**config.mk**
```make
export PLATFORM = sky130hd
export DESIGN_NAME = display_scan_flat
export DESIGN_NICKNAME = d
export VERILOG_FILES = /design/src/rtl/display_scan_if.sv /design/src/rtl/display_scan.sv /design/src/flat_wrapper.sv
export SDC_FILE = /design/constraint.sdc
export NUM_CORES = 1
export LEC_CHECK = 0
export CORE_MARGIN = 2
export CORE_UTILIZATION = 60
export CTS_CLUSTER_DIAMETER = 200
export DETAILED_ROUTE_END_ITERATION = 7
export DONT_BUFFER_PORTS = 1
export GPL_TIMING_DRIVEN = 0
export PLACE_DENSITY_LB_ADDON = 0.1
export SYNTH_ARGS = -nofsm -noshare
export SYNTH_HDL_FRONTEND = slang
export SYNTH_SLANG_ARGS = --single-unit
```
**constraint.sdc**
```tcl
create_clock -name clk -period 5 [get_ports clk]
set_clock_uncertainty 0.1 [all_clocks]
set_input_delay 0.5 -clock clk [delete_from_list [all_inputs] [get_ports clk]]
set_output_delay 0.5 -clock clk [all_outputs]
set_load 0.02 [all_outputs]
```
**src/rtl/display_scan_if.sv**
```systemverilog
// rtl/display_scan_if.sv - digit/mask inputs and scan outputs of the display scanner
//
// Purpose: carries the four frame inputs from the clock/alarm datapath and the
//          five scan outputs toward the digit decoder and display drivers.
// Signals:
//   digits[31:0]   eight BCD nibbles, digit i at [4i+3:4i], digit 0 rightmost
//   digit_en[7:0]  1 = digit i may light
//   blink_mask[7:0] 1 = digit i flashes
//   dp_mask[7:0]   1 = decimal point of digit i lit
//   x[3:0]         nibble of the current digit
//   an[7:0]        active-low anodes
//   dp             active-low decimal point
//   digit_idx[2:0] current slot index
//   scan_tick      pulse on the last cycle of each slot
// Modports: slave = scanner side, master = datapath/driver side.

interface display_scan_if;
  logic [31:0] digits;
  logic [7:0]  digit_en;
  logic [7:0]  blink_mask;
  logic [7:0]  dp_mask;
  logic [3:0]  x;
  logic [7:0]  an;
  logic        dp;
  logic [2:0]  digit_idx;
  logic        scan_tick;

  modport slave (
    input  digits, digit_en, blink_mask, dp_mask,
    output x, an, dp, digit_idx, scan_tick
  );

  modport master (
    output digits, digit_en, blink_mask, dp_mask,
    input  x, an, dp, digit_idx, scan_tick
  );
endinterface

```
**src/rtl/display_scan.sv**
```systemverilog
// rtl/display_scan.sv - time-multiplexed 8-digit seven-segment scanner
//
// Purpose: steps through eight digits, one slot of REFRESH_DIV cycles each,
//          blanking all anodes for the first BLANK_CYC cycles of a slot.
//          Inputs are snapshotted once per frame so a frame never tears.
// Ports:
//   clk     system clock
//   rst_n   asynchronous active-low reset
//   scan_if display_scan_if.slave (frame inputs in, scan outputs out)

module display_scan #(
  parameter int REFRESH_DIV = 100000,
  parameter int BLANK_CYC   = 4,
  parameter int BLINK_DIV   = 50000000
) (
  input  logic                 clk,
  input  logic                 rst_n,
  display_scan_if.slave        scan_if
);

  localparam int DIV_W   = $clog2(REFRESH_DIV);
  localparam int BLINK_W = (BLINK_DIV > 1) ? $clog2(BLINK_DIV) : 1;

  localparam logic [DIV_W-1:0]   DIV_LAST   = DIV_W'(REFRESH_DIV - 1);
  localparam logic [DIV_W-1:0]   BLANK_END  = DIV_W'(BLANK_CYC);
  localparam logic [BLINK_W-1:0] BLINK_LAST = BLINK_W'(BLINK_DIV - 1);

  logic [DIV_W-1:0]   div_cnt_q,   div_cnt_d;
  logic [2:0]         idx_q,       idx_d;
  logic [BLINK_W-1:0] blink_cnt_q, blink_cnt_d;
  logic               blink_phase_q, blink_phase_d;
  logic [31:0]        s_digits_q,  s_digits_d;
  logic [7:0]         s_en_q,      s_en_d;
  logic [7:0]         s_blink_q,   s_blink_d;
  logic [7:0]         s_dp_q,      s_dp_d;

  logic slot_end;
  logic snap_load;
  logic lit;

  always_comb begin
    slot_end  = (div_cnt_q == DIV_LAST);
    // First cycle of slot 0: also true on the first cycle after reset,
    // so a fresh snapshot is always taken before anything is lit.
    snap_load = (idx_q == 3'd0) && (div_cnt_q == '0);

    div_cnt_d     = slot_end ? '0 : div_cnt_q + DIV_W'(1);
    idx_d         = slot_end ? idx_q + 3'd1 : idx_q;

    blink_cnt_d   = (blink_cnt_q == BLINK_LAST) ? '0 : blink_cnt_q + BLINK_W'(1);
    blink_phase_d = (blink_cnt_q == BLINK_LAST) ? ~blink_phase_q : blink_phase_q;

    s_digits_d = s_digits_q;
    s_en_d     = s_en_q;
    s_blink_d  = s_blink_q;
    s_dp_d     = s_dp_q;
    if (snap_load) begin
      s_digits_d = scan_if.digits;
      s_en_d     = scan_if.digit_en;
      s_blink_d  = scan_if.blink_mask;
      s_dp_d     = scan_if.dp_mask;
    end
  end

  always_ff @(posedge clk or negedge rst_n) begin
    if (!rst_n) begin
      div_cnt_q     <= '0;
      idx_q         <= 3'd0;
      blink_cnt_q   <= '0;
      blink_phase_q <= 1'b0;
      s_digits_q    <= 32'h0;
      s_en_q        <= 8'h00;
      s_blink_q     <= 8'h00;
      s_dp_q        <= 8'h00;
    end else begin
      div_cnt_q     <= div_cnt_d;
      idx_q         <= idx_d;
      blink_cnt_q   <= blink_cnt_d;
      blink_phase_q <= blink_phase_d;
      s_digits_q    <= s_digits_d;
      s_en_q        <= s_en_d;
      s_blink_q     <= s_blink_d;
      s_dp_q        <= s_dp_d;
    end
  end

  // Outputs decode from registered state only. idx changes inside the blank
  // window, so x never reaches a lit anode of the wrong digit.
  always_comb begin
    lit = (div_cnt_q >= BLANK_END) && s_en_q[idx_q] &&
          !(s_blink_q[idx_q] && blink_phase_q);

    scan_if.an        = lit ? ~(8'b1 << idx_q) : 8'hFF;
    scan_if.dp        = ~(lit && s_dp_q[idx_q]);
    scan_if.x         = s_digits_q[{idx_q, 2'b00} +: 4];
    scan_if.digit_idx = idx_q;
    scan_if.scan_tick = slot_end;
  end

endmodule

```
**src/flat_wrapper.sv**
```systemverilog
// flat-port wrapper written by rule: the top's interface ports become plain ports
module display_scan_flat 
#(
  parameter int REFRESH_DIV = 100000,
  parameter int BLANK_CYC   = 4,
  parameter int BLINK_DIV   = 50000000
)
  (clk, rst_n, scan_if_digits, scan_if_digit_en, scan_if_blink_mask, scan_if_dp_mask, scan_if_x, scan_if_an, scan_if_dp, scan_if_digit_idx, scan_if_scan_tick);
  display_scan_if scan_if_i ();
  input  logic clk;
  input  logic rst_n;
  input wire logic [$bits(scan_if_i.digits)-1:0] scan_if_digits;
  input wire logic [$bits(scan_if_i.digit_en)-1:0] scan_if_digit_en;
  input wire logic [$bits(scan_if_i.blink_mask)-1:0] scan_if_blink_mask;
  input wire logic [$bits(scan_if_i.dp_mask)-1:0] scan_if_dp_mask;
  output wire logic [$bits(scan_if_i.x)-1:0] scan_if_x;
  output wire logic [$bits(scan_if_i.an)-1:0] scan_if_an;
  output wire logic [$bits(scan_if_i.dp)-1:0] scan_if_dp;
  output wire logic [$bits(scan_if_i.digit_idx)-1:0] scan_if_digit_idx;
  output wire logic [$bits(scan_if_i.scan_tick)-1:0] scan_if_scan_tick;
  assign scan_if_i.digits = scan_if_digits;
  assign scan_if_i.digit_en = scan_if_digit_en;
  assign scan_if_i.blink_mask = scan_if_blink_mask;
  assign scan_if_i.dp_mask = scan_if_dp_mask;
  assign scan_if_x = scan_if_i.x;
  assign scan_if_an = scan_if_i.an;
  assign scan_if_dp = scan_if_i.dp;
  assign scan_if_digit_idx = scan_if_i.digit_idx;
  assign scan_if_scan_tick = scan_if_i.scan_tick;
  display_scan #(.REFRESH_DIV(REFRESH_DIV), .BLANK_CYC(BLANK_CYC), .BLINK_DIV(BLINK_DIV)) u_core (.clk(clk), .rst_n(rst_n), .scan_if(scan_if_i));
endmodule
```
# Word level (Yosys, flattened, before mapping)
# Index checks and enable logic that the tools add are counted.
# word_totals
out_inout_bits,17
inputBits,58
wordCells,37
ff_bits,103
# op_classes
bitwise_logic,3
muxes,9
reduce_logical,8
magnitude_cmp,2
addsub,3
shifts,2
eq_ne,2
# ops
cell,count
$shiftx A32 B6 Y4,1
$add A26 B1 Y26 const B,1
$eq A26 B26 Y1 const B,1
$mux W26,1
$add A17 B1 Y17 const B,1
$eq A17 B17 Y1 const B,1
$ge A17 B3 Y1 const B,1
$logic_not A17 Y1,1
$mux W17,1
$bmux W1 S3,3
$mux W8,1
$not A8 Y8,1
$shl A1 B3 Y8 const A,1
$logic_and A1 B1 Y1,5
$lt A3 B4 Y1 const B,1
$add A3 B1 Y3 const B,1
$logic_not A3 Y1,1
$mux W1,3
$not A1 Y1,2
$logic_not A1 Y1,1

# Depth between registers and ports, before layout
# Gate-level depths: netlist (run 1).
# depth
word_depth,7
ltp_mapped,9

# Worst setup path after synthesis (run 1)
# Ideal clock, no wire load.
# synth_path
path_kind,reg-to-output
from,"register u_core.idx_q[1], in the netlist u_core.scan_if.digit_idx[1]"
to,output scan_if_an[0]
n_path_buf,2
path_stages_with_launch,7
path_slack_ns,2.360
t_arrival_ns,2.040
cell_sequence,dfrtp_1 clkbuf_1 mux4_2 mux2_2 o211a_1 buf_2 nand3_1
# synth_between
elab_chain_len,6
word_cells_on_any_way,11
classes_between,shift (1); mux (5); bitwise (1); reduce/logical (4)
# synth_lines
element,line,rtl
from (decl),display_scan.sv:29,"logic [2:0] idx_q, idx_d;"
from (signal assigned),display_scan.sv:77,idx_q <= idx_d;
$bmux W1 S3,display_scan.sv:91,!(s_blink_q[idx_q] && blink_phase_q);
$mux W1 (implied by the code),display_scan.sv:91,
$logic_and A1 B1 Y1,display_scan.sv:91,
$logic_not A1 Y1,display_scan.sv:91,
$logic_and A1 B1 Y1,display_scan.sv:90,lit = (div_cnt_q >= BLANK_END) && s_en_q[idx_q] &&
$mux W8 (*),display_scan.sv:93,scan_if.an = lit ? ~(8'b1 << idx_q) : 8'hFF;
to (decl),flat_wrapper.sv:17,output wire logic [$bits(scan_if_i.an)-1:0] scan_if_an;
# Every way passes the cells marked *; elsewhere a longest branch is shown, timed or not. The select of a mux whose other input is x is not followed.

# Worst setup path in the final report (run 1)
# layout_path
from,"register u_core.idx_q[1], in the netlist u_core.scan_if.digit_idx[1]"
to,output scan_if_an[6]
# Same word-level chain as after synthesis.

==> results of run 1 <==
==> cells by family (layout without fill, tap and decap cells) <==
group                    Yosys count  after routing
AND/OR/NAND/NOR                  126            126
flip-flops                       103            103
multiplexers                      74             74
buffers and inverters             32             50
XOR/XNOR                          30             30
AO/OA/AOI/OAI                     25             25
adder cells (fa/ha/maj)            9              9
==> state kept, by name, summed over array words and instances, names as in the netlist <==
| signal | count |
|---|---|
| u_core.blink_cnt_q | 26 |
| u_core.blink_phase_q | 1 |
| u_core.div_cnt_q | 17 |
| u_core.s_blink_q | 8 |
| u_core.s_digits_q | 32 |
| u_core.s_dp_q | 8 |
| u_core.s_en_q | 8 |
| u_core.scan_if.digit_idx | 3 |
==> metrics by stage <==
| stage | total power [W] | setup slack (ns) | cells |
|---|---|---|---|
| after global routing | 0.00148 | 1.56 | 522 |
| after detailed placement | 0.000923 | 2.06 | 504 |
| after floorplan | 0.000915 | 2.36 | 399 |
| after CTS | 0.00144 | 1.71 | 522 |
| final | 0.00142 | 1.74 | 522 |
| after global placement | 0.000920 | 2.10 | 504 |
==> cell type report <==
type,instances,share of cell area [%]
sequential,103,48.5
inverter,15,1.06
timing repair buffer,2,0.707
clock inverter,7,1.20
tap,105,2.47
multi-input combinational,264,41.4
buffer,17,2.26
clock buffer,9,2.33
==> cells in the final DEF (no fill, tap or decap), types with 3 or more instances in the layout <==
| cell type | netlist | final |
|---|---|---|
| clkbuf_8 | 0 | 9 |
| or4_1 | 5 | 5 |
| and4_1 | 6 | 6 |
| o21ai_0 | 5 | 5 |
| nor4_1 | 9 | 9 |
| nand3_1 | 22 | 22 |
| and3_1 | 3 | 3 |
| a21oi_1 | 8 | 8 |
| nor2_1 | 16 | 16 |
| nor3_1 | 7 | 7 |
| or3_1 | 4 | 4 |
| dfrtp_1 | 103 | 103 |
| xnor2_1 | 16 | 16 |
| inv_1 | 14 | 14 |
| buf_2 | 6 | 6 |
| ha_1 | 9 | 9 |
| o31ai_1 | 6 | 6 |
| mux2_2 | 60 | 60 |
| nand4_1 | 11 | 11 |
| xor2_1 | 14 | 14 |
| buf_4 | 3 | 3 |
| buf_6 | 5 | 5 |
| mux4_2 | 13 | 13 |
| nand2_1 | 30 | 30 |
| clkbuf_1 | 3 | 3 |
==> metal layers <==
layer  GRT usage (%)  vias to the layer above
li1                -                     1473
met3            7.74                        6
met5               0                        -
met1            28.4                     1531
met4            4.59                        0
met2            34.6                       64
==> critical path, cell delays in order, from the launching register on <==
cell      delay [ns]
dfrtp_1         0.51
clkbuf_1        0.47
mux4_2          0.56
mux2_2          0.28
o211a_1         0.11
buf_2           0.16
nand3_1         0.21
==> power groups by stage <==
| stage | Combinational (W) | Sequential, W | Clock [W] |
|---|---|---|---|
| finish | 0.0000579 | 0.000867 | 0.000498 |
| detailed placement | 0.0000397 | 0.000883 | 0 |
| CTS | 0.0000597 | 0.000867 | 0.000514 |
| global placement | 0.0000381 | 0.000882 | 0 |
| global route | 0.0000653 | 0.000870 | 0.000549 |
| floorplan | 0.0000357 | 0.000879 | 0 |
==> worst min-delay path by stage <==
stage	startpoint	to	slack (ns)	cells after the start
6_report	scan_if_digits[11]	u_core.s_digits_q[11]$_DFFE_PN0P_	0.17	1
3_3_place_gp	rst_n	u_core.div_cnt_q[14]$_DFF_PN0_	0.11	0
2_1_floorplan	rst_n	u_core.blink_cnt_q[0]$_DFF_PN0_	0.10	0
5_1_grt	scan_if_digits[11]	u_core.s_digits_q[11]$_DFFE_PN0P_	0.14	1
4_1_cts	scan_if_digits[11]	u_core.s_digits_q[11]$_DFFE_PN0P_	0.15	1
3_5_place_dp	rst_n	u_core.div_cnt_q[14]$_DFF_PN0_	0.11	0
==> summary.md, run 1 <==
| Metric | Value |
|---|---|
| Status | finished, final reports clean |
| Reg2Reg Launch Point | u_core.scan_if.digit_idx[1]$_DFFE_PN0P_ |
| Setup bufs post-CTS | 0 |
| Top-count cell post-synth | dfrtp_1 |
| DRC | 0 |
| Routed vias | 3,074 |
| # hold bufs at CTS | 2 |
| Sequential power share | 60.9% |
| Largest family of logic cells by synthesized area | multiplexers |
| Clock sinks | slightly above 100 |
| Crit path DAT | 2.66 ns |
| Critical path class | reg -> out |
| Final nets | 479 |
| Hold Violations, Final | 0 |
| Crit end category | output port |
| Grt total ovfl | 0 |
| CP startpoint kind | register |
| First-pass GRT wire length | 14.9 mm |
| DRT Pass-1 Iters | 4 |
| GPL Wtd Cong | between 0.7 and 0.8 |
| Final Core Density | 65.6% |
| Final Critical Period | 3.26 ns |
| Reg area | about 2600 um^2 |
| Worst r2r dst | u_core.s_blink_q[0]$_DFFE_PN0P_ |
| Area share of the leading cell type in the synthesized netlist | 52.0% |
| All-layer global routing usage | 21.5% |
| Met3 wire len | around 510 um |
| Core Area | 8090 um^2 |
| Number of CTS-inserted buffers | 9 |
| Max-slew headroom | 55.9% |
| Post-layout instance area | around 5300 um^2 |
| Hold WC Path Type | in -> reg |
| Async set-reset flop share out of synthesis | 100% |
| Area Overhead vs Synth | 7.20% |
| Clk slew on worst S/H paths | 0.11 ns |
| Number of max-cap violations | 0 |
| Skew-Pair Late Insertion Delay | 0.37 ns |
| Psw | 0.000346 W |
| Area of the multi-input gates | roughly 2200 um^2 |
| Synth cell count leaders | 103 x dfrtp_1, 60 x mux2_2, 30 x nand2_1, 22 x nand3_1 |
| Internal power | 0.00108 W |
| Io pins | 75 |
| CP Max Fanout | 9 |
| EDFF count, synth | 0 |
| Max Slew Vio Count | 0 |
| Port bufs | 0 |
| HPWL Detailed | 6.50 mm |
| Ys Warns | 0 |
| Mapped Avg Cell Area | 12.4 um^2 |
| Num rows | 33 |
| Synth Area in Compound Gates | 3.23% |
| Combinational share of power | 4.1% |
| Register bit total from synthesis | 103 |
| H-tree depth | 3 |
| Largest net degree at the start of global routing | 104 |
| Setup crit start | u_core.scan_if.digit_idx[1]$_DFFE_PN0P_ |
| Clk root buf | clkbuf_8 |
| Synth Cell Area | slightly below 5000 um^2 |
| Netlist cell types | 43 |
| Synth area leader | dfrtp_1 |
| Initial antenna violation count | 0 |
| XOR/XNOR Fraction of Synth Area | about 5.3% |
| Mux contribution to synthesized area | about a fifth |
| CTS tree | built |
| Share of layout cells above drive strength 1 | a little over a quarter |
| Worst setup path end | scan_if_an[6] |
| Reg2reg path depth | 9 |
| Number of global-route vias before repair | 3,055 |
| Met1 WL | just over 4 mm |
| Vias per cell | 5.89 |
| Seq/Total Area, Yosys | 52.0% |
| F_max | between 300 and 400 MHz |
| Worst VDD drop | slightly below 200 uV |
| Synth Area in Simple Gates | 13.8% |
| Worst Tran Pin Value | between 0.6 and 0.7 ns |
| Fillers | 633 |
| Sw Ratio | 24.3% |
| Main area contributors after synthesis | dfrtp_1 52%, mux2_2 14%, mux4_2 5.9% |
| DIE AREA | 9000 um^2 |
| Critical Path RT | 4.40 ns |
| Leak | 2.18 nW |
| Hold_ws | 0.173 ns |
| Final setup violation count | 0 |
| R2r setup slk | about 2 ns |
| Post-synthesis adder-cell area fraction | 2.27% |
| Clk buf depth | 2 |
| Diodes inserted | 0 |
| Max Used Layer | met4 |
| Chip width | 94.9 um |
| Die height | 94.9 um |
| Ys flop type | dfrtp_1 |
| Met2 WL | between 4 and 5 mm |
| Cell Pwr Density | 268 nW/um^2 |
| Total routed wirelength | slightly above 9 mm |
| RSZ-0062 raised after global routing | false |
| Final Cycle Share | 65.1% |
| Setup TNS | 0 ns |
| Clock Power Share | 35.0% |
| Starting Density | 61.2% |
| Initial DRC Count | 114 |
| Drt wl/cell | 17.6 um |
| Antenna Nets Post-Route | 0 |
| Mapped Nets | ~470 |
| # resized after CTS | 0 |
| Syn Inst Count | 399 |
| Area after DPL | 5080 um^2 |
(Power assumes the default switching activity.)
==> run 2, diff against run 1 <==
Settings changed: ABC_AREA set to 1, CORE_UTILIZATION 60 to 58.
Clock period 5 ns to 2.9 ns, I/O delays scaled along.
==> summary.md, run 2 <==
| Metric | Value |
|---|---|
| Status | finished, final reports clean |
| Hold_ws | 0.379 ns (+0.205 ns) |
| Post-synthesis adder-cell area fraction | 2.01% (-0.26 points) |
| Synth Cell Area | 5600 um^2 (+13%) |
| Starting Density | 60.3% (-0.94 points) |
| Initial antenna violation count | 0 (unchanged) |
| CP Max Fanout | 10 (+1) |
| Final Critical Period | 2.75 ns |
| Hold Violations, Final | 0 (unchanged) |
| Ys Warns | 0 (unchanged) |
| Area after DPL | 5760 um^2 (+13%) |
| Drt wl/cell | 14.4 um (-18%) |
| Number of CTS-inserted buffers | 9 (unchanged) |
| Met2 WL | 7.35 mm (+63%) |
| DRT Pass-1 Iters | 5 (+1) |
| Top-count cell post-synth | nand2_1 |
| Largest net degree at the start of global routing | 104 (unchanged) |
| Synth Area in Compound Gates | 2.86% (-0.37 points) |
| DP Cell Count | 903 (+79%) |
| Chip width | 102 um (+7.8%) |
| Final Cycle Share | 95.0% |
| Ys flop type | dfrtp_1 |
| Diodes inserted | 0 (unchanged) |
| Core Area | 9280 um^2 (+15%) |
| Most frequent cells in the layout | 270 x nand2_1, 113 x nor2_1, 108 x nand3_1 |
| Async set-reset flop share out of synthesis | 100% (unchanged) |
| Reg2Reg Launch Point | u_core.scan_if.digit_idx[0]$_DFFE_PN0P_ |
| Setup crit start | u_core.scan_if.digit_idx[0]$_DFFE_PN0P_ |
| Area share of the leading cell type in the synthesized netlist | 46.1% (-6.0 points) |
| Skew-Pair Late Insertion Delay | 0.38 ns (about the same) |
| CP startpoint kind | register |
| Largest regs | u_core.s_digits_q x32, u_core.blink_cnt_q x26, u_core.div_cnt_q x17 |
| Crit end category | output port |
| Netlist cell types | 24 (-44%) |
| Finished Layout Cells | 977 (+87%) |
| RSZ-0062 raised after global routing | false |
| Syn Inst Count | 774 (+94%) |
| Die height | 102 um (+7.8%) |
| Final nets | 910 (+90%) |
| CTS tree | built |
| Leak | 3.25 nW (+49%) |
| Total routed wirelength | 14.1 mm (+53%) |
| Synth area leader | dfrtp_1 |
| Clk root buf | clkbuf_8 |
| Num rows | 35 (+6.1%) |
| Number of global-route vias before repair | 5,090 (+67%) |
| Most common cell after layout, fill and taps aside | nand2_1 |
| GPL Wtd Cong | 0.926 (+16%) |
| Worst r2r dst | u_core.s_blink_q[7]$_DFFE_PN0P_ |
| Max-slew headroom | 65.2% (+9.3 points) |
| Clk slew on worst S/H paths | 0.12 ns (about the same) |
| R2r setup slk | 0.20 ns (-1.86 ns) |
| Worst VDD drop | 257 uV (+32%) |
| Crit path DAT | 2.36 ns (-0.30 ns) |
| Mux contribution to synthesized area | 0% (-20 points) |
| H-tree depth | 3 (unchanged) |
| Port bufs | 0 (unchanged) |
| Seq/Total Area, Yosys | 46.1% (-6.0 points) |
| Number of max-cap violations | 0 (unchanged) |
| Vias per cell | 5.28 (-10%) |
| Final setup violation count | 0 (unchanged) |
| Share of layout cells above drive strength 1 | 5.19% (-21 points) |
| Area Overhead vs Synth | 17.6% |
| F_max | roughly 360 MHz |
| All-layer global routing usage | 28.6% (+7.1 points) |
| Main area contributors after synthesis | dfrtp_1 46%, nand2_1 18%, nand3_1 9.7% |
| Synth cell count leaders | 270 x nand2_1, 114 x nor2_1, 108 x nand3_1, 103 x dfrtp_1, 68 x inv_1 |
| Largest register FFs | 32 (unchanged) |
| Initial DRC Count | 327 (+190%) |
| Reg2reg path depth | 12 (+3) |
| Max Slew Vio Count | 0 (unchanged) |
| Met3 wire len | 643 um (+26%) |
| Critical path class | reg -> out |
| Setup TNS | 0 ns (unchanged) |
| Largest family of logic cells by synthesized area | simple AND/OR/NAND/NOR gates |
| Reg with most FFs | u_core.s_digits_q |
| Post-layout instance area | 6580 um^2 (+24%) |
| Io pins | 75 (unchanged) |
| Critical Path RT | 2.51 ns (-1.89 ns) |
| Grt total ovfl | 0 (unchanged) |
| HPWL Detailed | 9.43 mm (+45%) |
| EDFF count, synth | 0 (unchanged) |
| Cell Pwr Density | 399 nW/um^2 (+49%) |
| Worst Tran Pin Value | 0.522 ns (-0.140 ns) |
| Mapped Nets | 841 (+80%) |
| First-pass GRT wire length | 23.3 mm (+57%) |
| Max Used Layer | met4 |
| Met1 WL | 5.85 mm (+41%) |
| Mapped Avg Cell Area | 7.23 um^2 (-42%) |
| Routed vias | 5,155 (+68%) |
| Clock sinks | 103 (unchanged) |
| DRC | 0 (unchanged) |
| Hold WC Path Type | reg -> reg |
| Clk buf depth | 2 (unchanged) |
| Register bit total from synthesis | 103 (unchanged) |
| Antenna Nets Post-Route | 0 (unchanged) |
| DIE AREA | 10,400 um^2 (+16%) |
| Worst setup path end | scan_if_x[0] |
| XOR/XNOR Fraction of Synth Area | 3.76% (-1.5 points) |
| Synth Area in Simple Gates | 37.7% (+24 points) |
==> run 2: cell count changes after synthesis, moves of 7 or more <==
cell / previous run / this run
mux2_2: 60 / 0
nor2_1: 16 / 114
inv_1: 14 / 68
o21ai_0: 5 / 20
o22ai_1: 1 / 8
nand3_1: 22 / 108
nand2_1: 30 / 270
nor4_1: 9 / 0
mux4_2: 13 / 0
xnor2_1: 16 / 5
==> run 2: final cells by class <==
type / count / area, um^2
multi-input combinational: 575 / 2600
clock buffer: 9 / 124
timing repair buffer: 58 / 598
sequential: 103 / 2580
clock inverter: 7 / 88.8
fill: 800 / 2710
tap: 129 / 161
buffer: 27 / 171
inverter: 69 / 259
==> run 2: worst min-delay path by stage <==
stage	startpoint	to	slack (ns)	depth (start not counted)
2_1_floorplan	rst_n	u_core.blink_cnt_q[0]$_DFF_PN0_	-0.11	0
3_3_place_gp	rst_n	u_core.div_cnt_q[16]$_DFF_PN0_	-0.10	0
3_5_place_dp	rst_n	u_core.div_cnt_q[16]$_DFF_PN0_	-0.10	0
4_1_cts	u_core.blink_cnt_q[0]$_DFF_PN0_	u_core.blink_cnt_q[0]$_DFF_PN0_	0.38	1
5_1_grt	u_core.blink_cnt_q[0]$_DFF_PN0_	u_core.blink_cnt_q[0]$_DFF_PN0_	0.40	1
6_report	u_core.blink_cnt_q[0]$_DFF_PN0_	u_core.blink_cnt_q[0]$_DFF_PN0_	0.38	1
==> run 2: what timing repair did <==
item / CTS / global route
setup endpoints to repair: 40 / 40
hold buffers: 58 / 0
resized for setup: 1 / 4
setup buffers: 0 / 0
hold endpoints to repair: 159 / 0
==> run 2: critical path, stage by stage (launching register included) <==
cell      delay (ns)
dfrtp_1         0.57
buf_2           0.29
clkbuf_1        0.43
o21ai_0         0.17
o22ai_1         0.24
nand2_1         0.10
nand2_1         0.19
==> run 2: power by group <==
group	total [W]	switching (W)	internal, W
Combinational	0.000160	0.0000807	0.0000797
Clock	0.000968	0.000547	0.000421
Sequential	0.00150	0.0000226	0.00147
==> run 2: logic make-up (layout without fill, tap and decap cells) <==
logic type	count (synthesis)	in the layout
AOI/OAI and AO/OA	30	30
adders and majority gates	9	9
xor gates and xnor gates	24	24
and+or+nand+nor	512	512
buffers and inverters	96	170
DFF	103	103
==> run 2: per-layer routing <==
layer	up-vias	GRT usage, %
li1	2568	-
met1	2424	34.0
met2	139	51.6
met3	24	5.95
met4	0	9.64
met5	-	0
==> run 2: through the flow <==
stage	utilization [%]	setup slack (ns)	power [W]
2_1_floorplan	-	0.729	0.00157
3_3_place_gp	62.0	-0.0115	0.00158
3_5_place_dp	62.0	-0.0733	0.00159
4_1_cts	70.8	0.0964	0.00265
5_1_grt	70.8	0.00263	0.00273
6_report	70.8	0.145	0.00263
